===== config.mk =====
export PLATFORM = sky130hd
export DESIGN_NAME = spdif_tx
export DESIGN_NICKNAME = d
export VERILOG_FILES = /design/src/rtl/spdif_pkg.sv /design/src/rtl/spdif_bmc.sv /design/src/rtl/spdif_tx.sv
export SDC_FILE = /design/constraint.sdc
export NUM_CORES = 1
export LEC_CHECK = 0
export CORE_UTILIZATION = 47
export DETAILED_ROUTE_END_ITERATION = 6
export PLACE_DENSITY = 0.68
export SLEW_MARGIN = 0
export SYNTH_ARGS = -nofsm -noshare
export SYNTH_HDL_FRONTEND = slang
export SYNTH_SLANG_ARGS = --single-unit

===== constraint.sdc =====
create_clock -name clk -period 2.74 [get_ports clk]
set_input_delay 0.685 -clock clk [delete_from_list [all_inputs] [get_ports clk]]
set_output_delay 0.685 -clock clk [all_outputs]
set_load 0.1 [all_outputs]

===== src/rtl/spdif_pkg.sv =====
// spdif_pkg
// Shared constants and types for the S/PDIF (IEC 60958) transmitter:
// frame geometry, the three preamble cell patterns, and the 192-bit
// consumer channel-status vector. The vector is only consumed when
// SPDIF_TX_CHSTAT_EN is defined.
package spdif_pkg;

  localparam int CELLS_PER_FRAME  = 128;
  localparam int FRAMES_PER_BLOCK = 192;
  localparam int PREAMBLE_SLOTS   = 4;

  // Preamble cell patterns, first transmitted cell in the MSB. These are
  // the forms used when the line sits at 0 before the preamble.
  localparam logic [7:0] PREAMBLE_B = 8'b11101000;
  localparam logic [7:0] PREAMBLE_M = 8'b11100010;
  localparam logic [7:0] PREAMBLE_W = 8'b11100100;

  typedef enum logic [1:0] {
    PRE_B = 2'd0,
    PRE_M = 2'd1,
    PRE_W = 2'd2
  } preamble_e;

  // Consumer channel status, bit index = frame number within the block:
  // bit 0 = 0 consumer, bit 1 = 0 linear PCM, bit 2 = 1 copy permitted,
  // bits 24..27 = 0100 (48 kHz), bits 32..35 = 0100 (16-bit word).
  localparam logic [191:0] CHSTAT_VECTOR = (192'd1 << 2)
                                         | (192'd1 << 25)
                                         | (192'd1 << 33);

  function automatic logic [7:0] preamble_pattern(input preamble_e kind);
    logic [7:0] pat;
    case (kind)
      PRE_B:   pat = PREAMBLE_B;
      PRE_M:   pat = PREAMBLE_M;
      PRE_W:   pat = PREAMBLE_W;
      default: pat = PREAMBLE_M;
    endcase
    return pat;
  endfunction

endpackage


===== src/rtl/spdif_bmc.sv =====
// spdif_bmc
// Combinational biphase-mark cell encoder. Produces the line level of the
// current half-cell from the level of the previous half-cell.
// Ports:
//   bit_i       slot data bit (ignored during preamble)
//   half_i      0 = first half of the slot, 1 = second half
//   preamble_i  1 while the current cell belongs to a preamble
//   pre_bit_i   preamble pattern bit for this cell
//   pre_inv_i   1 when the whole preamble must be sent inverted
//   prev_i      line level of the previous half-cell
//   level_o     line level for this half-cell
module spdif_bmc
  import spdif_pkg::*;
(
  input  logic bit_i,
  input  logic half_i,
  input  logic preamble_i,
  input  logic pre_bit_i,
  input  logic pre_inv_i,
  input  logic prev_i,
  output logic level_o
);

  // Preambles are literal patterns (they deliberately break the biphase
  // rule so a receiver can find them). Data slots always toggle at slot
  // start and toggle again mid-slot only for a 1.
  always_comb begin
    level_o = ~prev_i;
    if (preamble_i) begin
      level_o = pre_bit_i ^ pre_inv_i;
    end else if (half_i) begin
      level_o = bit_i ? ~prev_i : prev_i;
    end
  end

endmodule


===== src/rtl/spdif_tx.sv =====
// spdif_tx
// S/PDIF (IEC 60958) transmitter for 16-bit stereo. One clock = one
// biphase half-cell; 128 cells per frame, 192 frames per block.
// Optional feature: define SPDIF_TX_CHSTAT_EN to send the consumer
// channel-status vector in slot 30; otherwise C is always 0.
// Ports:
//   clk          128*Fs cell clock
//   reset        synchronous, active-high
//   data_in      stereo word, [31:16] channel A, [15:0] channel B
//   data_stb_in  one-cycle strobe, data_in valid
//   done         pulse: held sample moved into the frame register
//   spdif_out    registered biphase-mark line
//   underrun     pulse: frame started without a new sample
//   block_start  high during the first cycle of frame 0
// The line register shows cell k of a frame in the cycle after the
// counters point at cell k; the level of the previous cell is therefore
// always the current line register value.
module spdif_tx
  import spdif_pkg::*;
#(
  parameter int DATA_WIDTH = 32
) (
  input  logic                  clk,
  input  logic                  reset,
  input  logic [DATA_WIDTH-1:0] data_in,
  input  logic                  data_stb_in,
  output logic                  done,
  output logic                  spdif_out,
  output logic                  underrun,
  output logic                  block_start
);

  logic [6:0]            cell_cnt_q, cell_cnt_d;
  logic [7:0]            frame_cnt_q, frame_cnt_d;
  logic [DATA_WIDTH-1:0] hold_q, hold_d;
  logic                  hold_valid_q, hold_valid_d;
  logic [DATA_WIDTH-1:0] frame_q, frame_d;
  logic                  vflag_q, vflag_d;
  logic                  done_q, done_d;
  logic                  underrun_q, underrun_d;
  logic                  pre_inv_q, pre_inv_d;
  logic                  spdif_q;

  logic                  sub_b;
  logic [4:0]            slot;
  logic                  half;
  logic [2:0]            pre_idx;
  logic                  in_preamble;
  preamble_e             pre_kind;
  logic [7:0]            pre_bits;
  logic                  pre_bit;
  logic                  pre_inv;
  logic [15:0]           sample;
  logic [3:0]            bit_idx;
  logic                  c_bit;
  logic                  parity;
  logic                  slot_bit;
  logic                  frame_end;
  logic                  level;

  // Position within the frame: bit 6 picks the subframe, bits 5:1 the
  // slot, bit 0 the half-cell.
  always_comb begin
    sub_b       = cell_cnt_q[6];
    slot        = cell_cnt_q[5:1];
    half        = cell_cnt_q[0];
    pre_idx     = cell_cnt_q[2:0];
    in_preamble = (slot < 5'(PREAMBLE_SLOTS));
    pre_kind    = PRE_M;
    if (sub_b) begin
      pre_kind = PRE_W;
    end else if (frame_cnt_q == 8'd0) begin
      pre_kind = PRE_B;
    end
    pre_bits = preamble_pattern(pre_kind);
    pre_bit  = pre_bits[3'd7 - pre_idx];
    sample   = sub_b ? frame_q[15:0] : frame_q[DATA_WIDTH-1 -: 16];
  end

  // The inversion decision is taken from the line level just before the
  // first preamble cell and held for the remaining seven cells.
  always_comb begin
    pre_inv   = (pre_idx == 3'd0) ? spdif_q : pre_inv_q;
    pre_inv_d = in_preamble ? pre_inv : pre_inv_q;
  end

`ifdef SPDIF_TX_CHSTAT_EN
  assign c_bit = CHSTAT_VECTOR[frame_cnt_q];
`else
  assign c_bit = 1'b0;
`endif

  // Slots 4..11 carry the unused LSBs of a 24-bit word, so the 16-bit
  // sample starts at slot 12. Parity makes slots 4..31 even.
  always_comb begin
    parity   = (^sample) ^ vflag_q ^ c_bit;
    bit_idx  = slot[3:0] - 4'd12;
    slot_bit = 1'b0;
    if (slot >= 5'd12 && slot <= 5'd27) begin
      slot_bit = sample[bit_idx];
    end else if (slot == 5'd28) begin
      slot_bit = vflag_q;
    end else if (slot == 5'd30) begin
      slot_bit = c_bit;
    end else if (slot == 5'd31) begin
      slot_bit = parity;
    end
  end

  spdif_bmc u_bmc (
    .bit_i      (slot_bit),
    .half_i     (half),
    .preamble_i (in_preamble),
    .pre_bit_i  (pre_bit),
    .pre_inv_i  (pre_inv),
    .prev_i     (spdif_q),
    .level_o    (level)
  );

  // Counters, holding register and frame hand-over. A strobe that lands
  // on the hand-over cycle survives in the holding register because the
  // transfer reads the old hold_q.
  always_comb begin
    frame_end    = (cell_cnt_q == 7'(CELLS_PER_FRAME - 1));
    cell_cnt_d   = cell_cnt_q + 7'd1;
    frame_cnt_d  = frame_cnt_q;
    hold_d       = hold_q;
    hold_valid_d = hold_valid_q;
    frame_d      = frame_q;
    vflag_d      = vflag_q;
    done_d       = 1'b0;
    underrun_d   = 1'b0;
    if (frame_end) begin
      frame_cnt_d  = (frame_cnt_q == 8'(FRAMES_PER_BLOCK - 1)) ? 8'd0
                                                                : frame_cnt_q + 8'd1;
      hold_valid_d = 1'b0;
      if (hold_valid_q) begin
        frame_d = hold_q;
        vflag_d = 1'b0;
        done_d  = 1'b1;
      end else begin
        vflag_d    = 1'b1;
        underrun_d = 1'b1;
      end
    end
    if (data_stb_in) begin
      hold_d       = data_in;
      hold_valid_d = 1'b1;
    end
  end

  // After reset the frame register is empty, so the first frame is sent
  // as an invalid (V=1) silent frame.
  always_ff @(posedge clk) begin
    if (reset) begin
      cell_cnt_q   <= '0;
      frame_cnt_q  <= '0;
      hold_q       <= '0;
      hold_valid_q <= 1'b0;
      frame_q      <= '0;
      vflag_q      <= 1'b1;
      done_q       <= 1'b0;
      underrun_q   <= 1'b0;
      pre_inv_q    <= 1'b0;
      spdif_q      <= 1'b0;
    end else begin
      cell_cnt_q   <= cell_cnt_d;
      frame_cnt_q  <= frame_cnt_d;
      hold_q       <= hold_d;
      hold_valid_q <= hold_valid_d;
      frame_q      <= frame_d;
      vflag_q      <= vflag_d;
      done_q       <= done_d;
      underrun_q   <= underrun_d;
      pre_inv_q    <= pre_inv_d;
      spdif_q      <= level;
    end
  end

  assign done        = done_q;
  assign underrun    = underrun_q;
  assign spdif_out   = spdif_q;
  assign block_start = (cell_cnt_q == 7'd0) && (frame_cnt_q == 8'd0);

endmodule


# Yosys cells after proc, flatten, opt, wreduce, memory -nomap -nowiden
# Index checks and enable logic that the tools add are counted.
# word_totals
input_bits	35
wordCells	61
out_inout_bits	4
register_bits	85
# op_classes
muxes	21
magnitude_cmp	5
add_sub_neg	4
n_eq_ne	7
bitwise_logic	4
n_reduce_logical	10
# op_table
operator	count
$mux W16	1
$reduce_xor A16 Y1	1
$eq A5 B5 Y1 const B	3
$mux W1	15
$add A8 B1 Y8 const B	1
$eq A8 B8 Y1 const B	1
$logic_not A8 Y1	1
$mux W8	1
$pmux W4 S2	1
$add A7 B1 Y7 const B	1
$eq A7 B7 Y1 const B	1
$logic_not A7 Y1	1
$ge A5 B4 Y1 const B	1
$le A5 B5 Y1 const B	1
$lt A4 B5 Y1 const B	1
$lt A5 B3 Y1 const B	1
$bmux W1 S4	1
$lt A3 B4 Y1 const B	1
$sub A4 B4 Y4 const B	1
$bmux W1 S3	1
$logic_not A3 Y1	1
$ne A3 B1 Y1 const B	1
$sub A3 B3 Y3 const A	1
$eq A2 B2 Y1 const B	1
other kinds (8)	11

# Longest topological paths before layout
# depth
depth_word	10
mapped_depth	10
ltp_nobuf	10

# Cells and area by module
# From an unflattened synthesis, not the netlist that was laid out.
# hier_totals
hier_cells	430
area_unflattened_um2	3928.8
# modules_own_cells
mod	seq_area_each_um2	instances	cells_each	area_each_um2
spdif_tx	1701.6	1	425	3896.2
spdif_bmc	0.0	1	5	32.5

# Worst setup path after synthesis
# Ideal clock, no wire load.
# synth_path
path_type	flip-flop to output port
start	register cell_cnt_q[1]
end	output port block_start
n_path_buf	1
path_stages_with_launch	7
required_ns	2.055
arrival_time_ns	3.242
slack_ns	-1.187
cell_sequence	dfxtp_1 -> clkbuf_1 -> inv_1 -> ha_1 -> nand2b_1 -> or2_2 -> nor3_1
# synth_between
elab_chain_cells	2
# synth_rtl
item	line_no	source
start: declaration	spdif_tx.sv:33	logic [6:0] cell_cnt_q, cell_cnt_d;
start signal: assignment	spdif_tx.sv:167	cell_cnt_q <= cell_cnt_d;
$logic_not A7 Y1	spdif_tx.sv:183	assign block_start = (cell_cnt_q == 7'd0) && (frame_cnt_q == 8'd0);
$logic_and A1 B1 Y1	spdif_tx.sv:183	
end: declaration	spdif_tx.sv:30	output logic block_start
# Every way passes these cells.

# Worst setup path after layout
# layout_path
start	register cell_cnt_q[3]
end	output port block_start
# Same word-level chain as after synthesis.

==> impl_metrics.env <==
export IMPL_crit_fanout=8
export IMPL_synth_top_area_cell="dfxtp_1"
export IMPL_power_leakage_uw=0.00178
export IMPL_syn_area_per_cell_um2=8.93
export IMPL_power_per_cell_area_nw_per_um2=525
export IMPL_async_flop_share_pct=0
export IMPL_cts_sinks=85
export IMPL_wl_um=7370
export IMPL_syn_area_um2=3870
export IMPL_cts_resized=0
export IMPL_muxShareOfSynthArea_pct=15.9
export IMPL_cts_buffers=9
export IMPL_synthCells=433
export IMPL_worst_pin_slew_ns=0.556
export IMPL_worst_path_max_delay_cell="or3_4"
export IMPL_worst_setup_path_end_kind="output port"
export IMPL_cts_buffer_depth=2
export IMPL_synth_top_family_by_area="simple AND/OR/NAND/NOR gates"
export IMPL_max_slew_margin_pct=63.0
export IMPL_synth_nets=474
export IMPL_num_vias=2951
export IMPL_slowest_delay_ns=0.43
export IMPL_synth_fa_ha_area_share_pct=1.94
export IMPL_fp_row_count=32
export IMPL_dieArea_um2=8600
export IMPL_seqCellArea_um2=1700
export IMPL_clk_latency_ns=0.35
export IMPL_synth_edf_count=0
export IMPL_min_period_ns=2.61
export IMPL_crit_family="simple AND/OR/NAND/NOR gates"
export IMPL_fin_crit_sh_pct=95.1
export IMPL_crit_required_ns=2.06
export IMPL_arrival_ns=1.92
export IMPL_antenna_cells=0
export IMPL_drt_iter0_drc=168
export IMPL_ios=39
export IMPL_cp_num_buf_inv=1
export IMPL_ir_drop_v=0.000273
export IMPL_clock_tree_root_cell="clkbuf_8"
export IMPL_ys_top_cells_by_area="dfxtp_1, mux2i_1, nand2_1"
export IMPL_cts_tree="yes"
export IMPL_antenna_found_initial=0
export IMPL_max_cap_violations=0
export IMPL_initial_core_util_pct=49.3
export IMPL_ys_types=44
export IMPL_drt_first_pass_iters=4
export IMPL_setup_violations=0
export IMPL_core_um2=7850
export IMPL_clk_pin_slew_worst_paths_ns=0.08
export IMPL_drc=0
export IMPL_synth_compound_area_share_pct=8.60
export IMPL_holdWs_ns=0.454
export IMPL_fin_tns_setup_ns=0
export IMPL_ys_ff_latch=85
export IMPL_ys_flop_type="dfxtp_1"
export IMPL_max_freq_mhz=384
export IMPL_drt_antenna_violating_nets=0
export IMPL_grt_max_degree=34
export IMPL_io_buffer_count=38
export IMPL_grt_pass1_vias=2831
export IMPL_holdBufCountCts=0
export IMPL_fin_worst_skew_ns=0.00502
export IMPL_track_usage_pct=19.0
export IMPL_finalHoldViolCount=0
export IMPL_synthSimpleGateAreaFrac_pct=18.0
export IMPL_crit_type="flip-flop to output port"
export IMPL_wl_per_cell_um=13.0
export IMPL_htreeDepth=3
export IMPL_synth_top_area_share_pct=44.0
export IMPL_ys_seq_area_share_pct=44.0
export IMPL_rsz0062_at_grt="false"
export IMPL_gp_congestion=0.960
export IMPL_post_cts_buffers=0
export IMPL_slew_viol_final=0
export IMPL_die_w_um=92.7
export IMPL_overflow=0
export IMPL_nFillCells=726
export IMPL_drive_gt1_share_pct=9.44
export IMPL_grt_pass1_wl_um=12900
export IMPL_worst_setup_path_start_kind="flip-flop"
export IMPL_synth_xor_area_share_pct=7.47
export IMPL_vias_per_cell=5.20
export IMPL_ys_warn_count=0
export IMPL_syn_to_final_growth_pct=16.0
export IMPL_multiInputGateArea_um2=2020
export IMPL_hp_class="flip-flop to flip-flop"
export IMPL_fp_dieH_um=92.7
export IMPL_fin_nets=504
export IMPL_hpwl_um=5310
export IMPL_status="completed"
export IMPL_crit_chain="or3_4 -> or2_2 -> nor3_4 -> buf_12"
==> power breakdown <==
part,switching (uW),internal (uW)
clock network,420,408
registers,30.3,1270
logic,118,111
total,568,1790
==> placed cells by master (no fill, tap or decap), types with 4 or more instances in the layout <==
master,Yosys,routed
buf_4,0,11
xor2_1,21,21
clkbuf_8,0,9
dfxtp_1,85,83
nand3_1,5,5
o21ai_0,6,6
nor2_1,52,52
xnor2_1,12,12
a21oi_1,38,38
ha_1,6,6
nand2b_1,4,4
mux2i_1,48,48
nand2_1,77,77
clkdlybuf4s50_1,0,32
mux4_2,5,5
nor3_1,6,5
inv_1,6,5
==> per-stage QoR <==
stage / std cells / cell area, um2 / utilization (%) / setup slack, ns / power [uW]
floorplan: 433 / 3880 / - / 0.0716 / 1470
global placement: 554 / 4300 / 54.8 / 0.501 / 1550
detailed placement: 554 / 4300 / 54.8 / 0.434 / 1560
finish: 568 / 4490 / 57.2 / 0.135 / 2360
CTS: 568 / 4480 / 57.1 / 0.0426 / 2380
global route: 568 / 4490 / 57.2 / 0.0319 / 2460
==> kinds of logic (layout without fill, tap and decap cells) <==
logic type	Yosys count	count (layout)
AND/OR/NAND/NOR	162	162
flip-flops	85	85
AO/OA/AOI/OAI	59	59
multiplexers	55	55
XOR/XNOR	33	33
buffers and inverters	33	66
adder cells (fa/ha/maj)	6	6
==> layer usage <==
| metal | track usage (%) | routed length (um) | vias to the layer above |
|---|---|---|---|
| li1 | - | - | 1518 |
| met1 | 23.8 | 3540 | 1378 |
| met2 | 31.6 | 3460 | 42 |
| met3 | 3.94 | 218 | 13 |
| met4 | 8.21 | 161 | 0 |
| met5 | 0 | 0 | - |
==> worst min-delay path, cell delays in order (launching register included) <==
cell     delay (ns)
dfxtp_1        0.31
nand2_1        0.05
a21oi_1        0.05
==> area by class of cell <==
type                            instances  area share [%]
Sequential cell                        85            38.0
Clock buffer                            9            2.76
Multi-Input combinational cell        315            45.1
Timing Repair Buffer                   46            9.64
Tap cell                              102            2.84
Clock inverter                          5            1.20
Inverter                                6           0.502
==> cell usage after synthesis, drive strengths merged (7+ instances only) <==
cell type,number
xor2,21
xnor2,12
nor2,52
o21ai,8
a21oi,38
dfxtp,85
buf,8
nand2,77
clkbuf,19
mux2i,48
nor3,7
==> path summary, 6_finish.rpt <==
| path | startpoint | end | slack [ns] | cells past startpoint |
|---|---|---|---|---|
| setup / recovery | cell_cnt_q[3]$_SDFF_PP0_ | block_start | 0.13 | 4 |
| hold / removal | hold_q[7]$_SDFFE_PP0P_ | frame_q[7]$_SDFFE_PP0P_ | 0.45 | 2 |
| setup reg to reg | cell_cnt_q[0]$_SDFF_PP0_ | frame_cnt_q[7]$_SDFFE_PP0N_ | 0.60 | 7 |
| hold reg to reg | hold_q[7]$_SDFFE_PP0P_ | frame_q[7]$_SDFFE_PP0P_ | 0.45 | 2 |
==> registers in the layout, summed over array words and instances, names as in the netlist <==
name,count
done,1
underrun,1
frame_q,32
frame_cnt_q,8
hold_q,32
cell_cnt_q,7
pre_inv_q,1
hold_valid_q,1
vflag_q,1
spdif_out,1
Note: power is estimated with default switching activity, not from simulation.
